[src/rtl/ternary_neuron_seq.sv]
// Purpose : sequences one N-input ternary neuron over a shared 2-synapse multiply/add slice.
// Latency : start at cycle T, beats accepted T+1..T+N/2 (no stalls), done pulse at T+N/2+1.
// Backpr. : w_ready high only in RUN; an idle w_valid stalls the evaluation indefinitely.
//
// Ports:
//   clk, rst      rising-edge clock, synchronous active-high reset
//   start         begin an evaluation (only honoured in IDLE)
//   x_in          binary activations, latched on the accepted start
//   w_valid/w_ready  weight pair-beat handshake
//   w_data        {sign1, zero1, sign0, zero0} for inputs x[2k+1], x[2k]
//   busy          high in RUN and DONE
//   done          one-cycle pulse when the result is published
//   acc_out, fire signed sum and threshold decision, held until the next result
module ternary_neuron_seq #(
    parameter int N_INPUTS  = 16,
    parameter int ACC_W     = 6,
    parameter int THRESHOLD = 0
) (
    input  logic                    clk,
    input  logic                    rst,
    input  logic                    start,
    input  logic [N_INPUTS-1:0]     x_in,
    input  logic                    w_valid,
    input  logic [3:0]              w_data,
    output logic                    w_ready,
    output logic                    busy,
    output logic                    done,
    output logic signed [ACC_W-1:0] acc_out,
    output logic                    fire
);

    localparam int NBEATS = N_INPUTS / 2;
    localparam int K_W    = (NBEATS > 1) ? $clog2(NBEATS) : 1;

    localparam logic [K_W-1:0]         K_LAST = K_W'(NBEATS - 1);
    localparam logic signed [ACC_W-1:0] THR   = ACC_W'(THRESHOLD);

    typedef enum logic [1:0] {
        S_IDLE = 2'd0,
        S_RUN  = 2'd1,
        S_DONE = 2'd2
    } state_t;

    state_t                  state_q;
    logic [N_INPUTS-1:0]     x_q;
    logic [K_W-1:0]          k_q;
    logic signed [ACC_W-1:0] acc_q;
    logic signed [ACC_W-1:0] acc_out_q;
    logic                    fire_q;
    logic                    done_q;
    logic                    busy_q;
    logic                    w_ready_q;

    // Ternary synapse: zero bit dominates the sign bit, an inactive input
    // contributes nothing regardless of the weight.
    function automatic logic signed [1:0] syn_prod(
        input logic x,
        input logic zero,
        input logic sign
    );
        if (!x || zero) begin
            return 2'sd0;
        end else if (sign) begin
            return -2'sd1;
        end else begin
            return 2'sd1;
        end
    endfunction

    // Pair of activations addressed by the current beat index.
    logic [1:0] x_pair;
    always_comb begin
        x_pair = 2'b00;
        for (int b = 0; b < NBEATS; b++) begin
            if (k_q == K_W'(b)) begin
                x_pair = x_q[2*b +: 2];
            end
        end
    end

    logic signed [1:0]       prod0;
    logic signed [1:0]       prod1;
    logic signed [2:0]       pair_sum;
    logic signed [ACC_W-1:0] pair_ext;
    logic signed [ACC_W-1:0] acc_d;
    logic                    beat_acc;
    logic                    last_beat;

    always_comb begin
        prod0     = syn_prod(x_pair[0], w_data[0], w_data[1]);
        prod1     = syn_prod(x_pair[1], w_data[2], w_data[3]);
        // Explicit sign extension of each 2-bit product into the 3-bit pair sum.
        pair_sum  = {prod0[1], prod0} + {prod1[1], prod1};
        pair_ext  = ACC_W'(pair_sum);
        acc_d     = acc_q + pair_ext;
        beat_acc  = w_valid && w_ready_q;
        last_beat = (k_q == K_LAST);
    end

    // Single sequential block: state, datapath and registered outputs.
    always_ff @(posedge clk) begin
        if (rst) begin
            state_q   <= S_IDLE;
            x_q       <= '0;
            k_q       <= '0;
            acc_q     <= '0;
            acc_out_q <= '0;
            fire_q    <= 1'b0;
            done_q    <= 1'b0;
            busy_q    <= 1'b0;
            w_ready_q <= 1'b0;
        end else begin
            done_q <= 1'b0;
            case (state_q)
                S_IDLE: begin
                    if (start) begin
                        x_q       <= x_in;
                        acc_q     <= '0;
                        k_q       <= '0;
                        state_q   <= S_RUN;
                        busy_q    <= 1'b1;
                        w_ready_q <= 1'b1;
                    end
                end
                S_RUN: begin
                    if (beat_acc) begin
                        acc_q <= acc_d;
                        k_q   <= k_q + 1'b1;
                        if (last_beat) begin
                            // Result is published from the sum including this beat.
                            state_q   <= S_DONE;
                            acc_out_q <= acc_d;
                            fire_q    <= (acc_d >= THR);
                            done_q    <= 1'b1;
                            w_ready_q <= 1'b0;
                        end
                    end
                end
                S_DONE: begin
                    state_q <= S_IDLE;
                    busy_q  <= 1'b0;
                end
                default: begin
                    state_q   <= S_IDLE;
                    busy_q    <= 1'b0;
                    w_ready_q <= 1'b0;
                end
            endcase
        end
    end

    assign w_ready = w_ready_q;
    assign busy    = busy_q;
    assign done    = done_q;
    assign acc_out = acc_out_q;
    assign fire    = fire_q;

endmodule
[config.mk]
export PLATFORM = sky130hd
export DESIGN_NAME = ternary_neuron_seq
export DESIGN_NICKNAME = d
export VERILOG_FILES = /design/src/rtl/ternary_neuron_seq.sv
export SDC_FILE = /design/constraint.sdc
export NUM_CORES = 1
export LEC_CHECK = 0
export ABC_AREA = 1
export CAP_MARGIN = 20
export CORE_ASPECT_RATIO = 0.6
export CORE_UTILIZATION = 48
export DETAILED_ROUTE_END_ITERATION = 10
export PLACE_DENSITY = 0.76
export SYNTH_ARGS = -nofsm -noshare
export SYNTH_HDL_FRONTEND = slang
export SYNTH_SLANG_ARGS = --single-unit
[constraint.sdc]
create_clock -name clk -period 3.6 [get_ports clk]
set_clock_uncertainty 0.15 [all_clocks]
set_input_delay 0.72 -clock clk [delete_from_list [all_inputs] [get_ports clk]]
set_output_delay 0.72 -clock clk [all_outputs]
set_load 0.02 [all_outputs]
==> impl_metrics.py <==
metrics = {
    "grt": {
        "grt_pass1_vias": 1610,
        "grt_start_max_net_pins": 23,
        "antenna_found_initial": 0,
        "grt_pass1_wl_mm": 7.62,
        "grt-ovfl-total": 0,
        "grt_util_all_layers": 0.226,
    },
    "route": {
        "drt-initial-drc-count": 134,
        "routed-via-count": 1883,
        "antenna_left": 0,
        "dr.pass1.iters": 4,
        "vias_per_cell": 4.89,
        "finalWirelength_mm": 5.33,
        "route.detailed.drc": 0,
        "wire_per_inst_um": 13.8,
    },
    "sta": {
        "slew_violations": 0,
        "tns_ps": 0,
        "whs_ps": 312,
        "finalCritPeriodShare": 0.962,
        "slew_headroom": 0.613,
        "hold_violations": 0,
        "rsz0062_at_grt": "true",
        "fmax_ghz": 0.289,
        "worst_pin_slew_ps": 578,
        "finalCriticalPeriod_ps": 3460,
        "setup_violations": 0,
    },
    "clock_tree": {
        "clk_pin_slew_ps": 70,
        "cts_buffers": 5,
        "cts_num_sinks": 37,
        "cts_buffer_depth": 2,
        "cts_root_buffer": "clkbuf_8",
        "htreeDepth": 2,
        "cts_hold_buffers": 0,
        "clk_latency_ps": 290,
        "cts_tree": "built",
    },
    "synth": {
        "netlist_area_um2": 2060,
        "postSynthAreaPerCell_um2": 7.33,
        "yosys.cell_types.count": 27,
        "yosysWarningCount": 0,
        "netlist_instances": 281,
        "yosysSeqAreaShare": 0.360,
        "synth_nets": 321,
        "ys_ff_latch": 37,
    },
    "worst_setup_path": {
        "r2r_end": "fire$_SDFFE_PP0P_",
        "required_ps": 3640,
        "critPathMaxFanout": 7,
        "reg2reg_setup_slack_ps": 140,
        "crit_path_end_kind": "flop",
        "path_class": "reg2reg",
        "reg2reg_from": "k_q[0]$_SDFFE_PP0P_",
        "r2r_cells": 17,
        "arrival_ps": 3500,
        "start_kind": "flop",
    },
    "finish": {
        "nNetsFinal": 365,
        "fin_util": 0.673,
        "drive_gt1_frac": 0.215,
        "antennaDiodeCount": 0,
        "area_growth_pct": 34.8,
        "fillCellCount": 331,
    },
    "floorplanning": {
        "die-area_um2": 4570,
        "fp-row-count": 18,
        "start_util": 0.500,
        "ios": 34,
        "dieWidth_um": 86.6,
        "design.core.area_um2": 4120,
        "die_h_um": 52.7,
    },
    "power": {
        "p_leak_nw": 1.30,
        "power_density_nw_per_um2": 317,
        "ir_worst_vdd_mv": 0.231,
        "power_mw": 0.878,
    },
    "placement": {
        "post-dp-hpwl_mm": 3.58,
        "routabilityCongestion": 0.839,
        "port_buffers": 33,
    },
    "hold_path": {
        "hp-class": "reg2reg",
        "worstHoldPathCells": 2,
        "min_to": "x_q[3]$_SDFFE_PP0P_",
        "hp-start": "x_q[3]$_SDFFE_PP0P_",
    },
    "status": {
        "outcome": "completed",
    },
    "job": {
        "cap_violations": 0,
    },
}
==> cell type report <==
type,count,area [µm²],area share
sequential,37,749,0.270
clock buffer,7,86.3,0.0311
inverter,37,145,0.0523
multi-input combinational,201,1310,0.473
tap,60,75.1,0.0271
timing repair buffer,43,405,0.146
==> layout by cell type (no fill, tap or decap), drive strengths merged, types with 7 or more instances in the layout <==
cell	instances
nand2	64
a21oi	20
o21ai	22
buf	10
nand3	15
clkdlybuf4s50	33
clkbuf	7
nor2	53
inv	35
ha	13
dfxtp	37
==> cells by family (layout without fill, tap and decap cells) <==
family                   after synthesis  after routing  synth area share
AO/OA/AOI/OAI                         45             45             0.116
AND/OR/NAND/NOR                      134            134             0.311
adder cells (fa/ha/maj)               16             16             0.108
buffers and inverters                 43             87            0.0796
flip-flops                            37             37             0.360
XOR/XNOR                               6              6            0.0255
==> worst max-delay path by stage <==
stage                        start           endpoint  cells after the start
6_report       k_q[0]$_SDFFE_PP0P_  fire$_SDFFE_PP0P_                     17
5_1_grt        k_q[0]$_SDFFE_PP0P_  fire$_SDFFE_PP0P_                     26
4_1_cts        k_q[0]$_SDFFE_PP0P_  fire$_SDFFE_PP0P_                     27
3_5_place_dp             w_data[0]  fire$_SDFFE_PP0P_                     18
3_3_place_gp             w_data[0]  fire$_SDFFE_PP0P_                     18
2_1_floorplan  k_q[0]$_SDFFE_PP0P_  fire$_SDFFE_PP0P_                     27
==> synth_stat cells <==
| cell | count | area [µm²] |
|---|---|---|
| nand3_2 | 5 | 50.1 |
| a21oi_1 | 18 | 90.1 |
| fa_1 | 3 | 60.1 |
| o21ai_1 | 1 | 5.00 |
| nand3_1 | 10 | 50.1 |
| nand4_1 | 1 | 6.26 |
| o22ai_1 | 1 | 6.26 |
| a21oi_2 | 2 | 17.5 |
| inv_1 | 25 | 93.8 |
| nor2_2 | 1 | 6.26 |
| xor2_1 | 6 | 52.6 |
| nand2_4 | 3 | 33.8 |
| dfxtp_1 | 37 | 741 |
| nor2_1 | 48 | 180 |
| buf_2 | 1 | 5.00 |
| inv_2 | 9 | 33.8 |
| clkinv_1 | 2 | 7.51 |
| nand2_2 | 3 | 18.8 |
| a21o_1 | 2 | 15.0 |
| nand2_1 | 58 | 218 |
| or2_2 | 1 | 6.26 |
| clkinv_2 | 1 | 5.00 |
| ha_1 | 13 | 163 |
| clkbuf_1 | 5 | 18.8 |
| nor2_4 | 1 | 11.3 |
| o21ai_0 | 21 | 105 |
| nor2_8 | 3 | 60.1 |
==> registers in the layout (all words and copies together) (netlist names) <==
| register | cells |
|---|---|
| acc_out | 6 |
| acc_q | 6 |
| busy | 1 |
| done | 1 |
| fire | 1 |
| k_q | 3 |
| state_q | 2 |
| w_ready | 1 |
| x_q | 16 |
==> worst max-delay path, stage by stage (launching register included) <==
cell	delay (ps)
dfxtp_4	380
ha_4	180
ha_1	200
inv_2	180
nor2_1	90
nor2_1	260
nand2_4	100
nor2_4	220
fa_1	500
ha_4	310
nand3_2	50
nand2_1	70
xor2_1	190
nand3_1	160
nand3_2	120
nand3_2	90
nand2_1	70
inv_1	30
==> through the flow <==
| step | setup slack, ps | instances | area (µm²) |
|---|---|---|---|
| after CTS | 24.3 | 383 | 2600 |
| final | 136 | 385 | 2780 |
| after detailed placement | -81.5 | 376 | 2500 |
| after global routing | -59.1 | 385 | 2780 |
| after global placement | 10.4 | 376 | 2500 |
| after floorplan | 237 | 281 | 2060 |
==> what timing repair did <==
item	4_1_cts	5_1_grt
buffers inserted	0	2
setup endpoints to repair	3	5
resized for setup	4	34
pin swaps	1	20
==> per-layer routing <==
| layer | global-route usage | wire length, µm | vias to the layer above |
|---|---|---|---|
| met5 | 0 | 0 | - |
| met4 | 0.0583 | 87 | 0 |
| met3 | 0.0520 | 336 | 13 |
| met2 | 0.320 | 2300 | 69 |
| met1 | 0.337 | 2610 | 832 |
| li1 | - | - | 969 |
==> power breakdown <==
part | total (mW) | switching (mW) | internal, mW
registers | 0.438 | 0.0116 | 0.427
clock network | 0.292 | 0.141 | 0.152
logic | 0.148 | 0.0806 | 0.0669
Power figures use the tool's default switching activity.
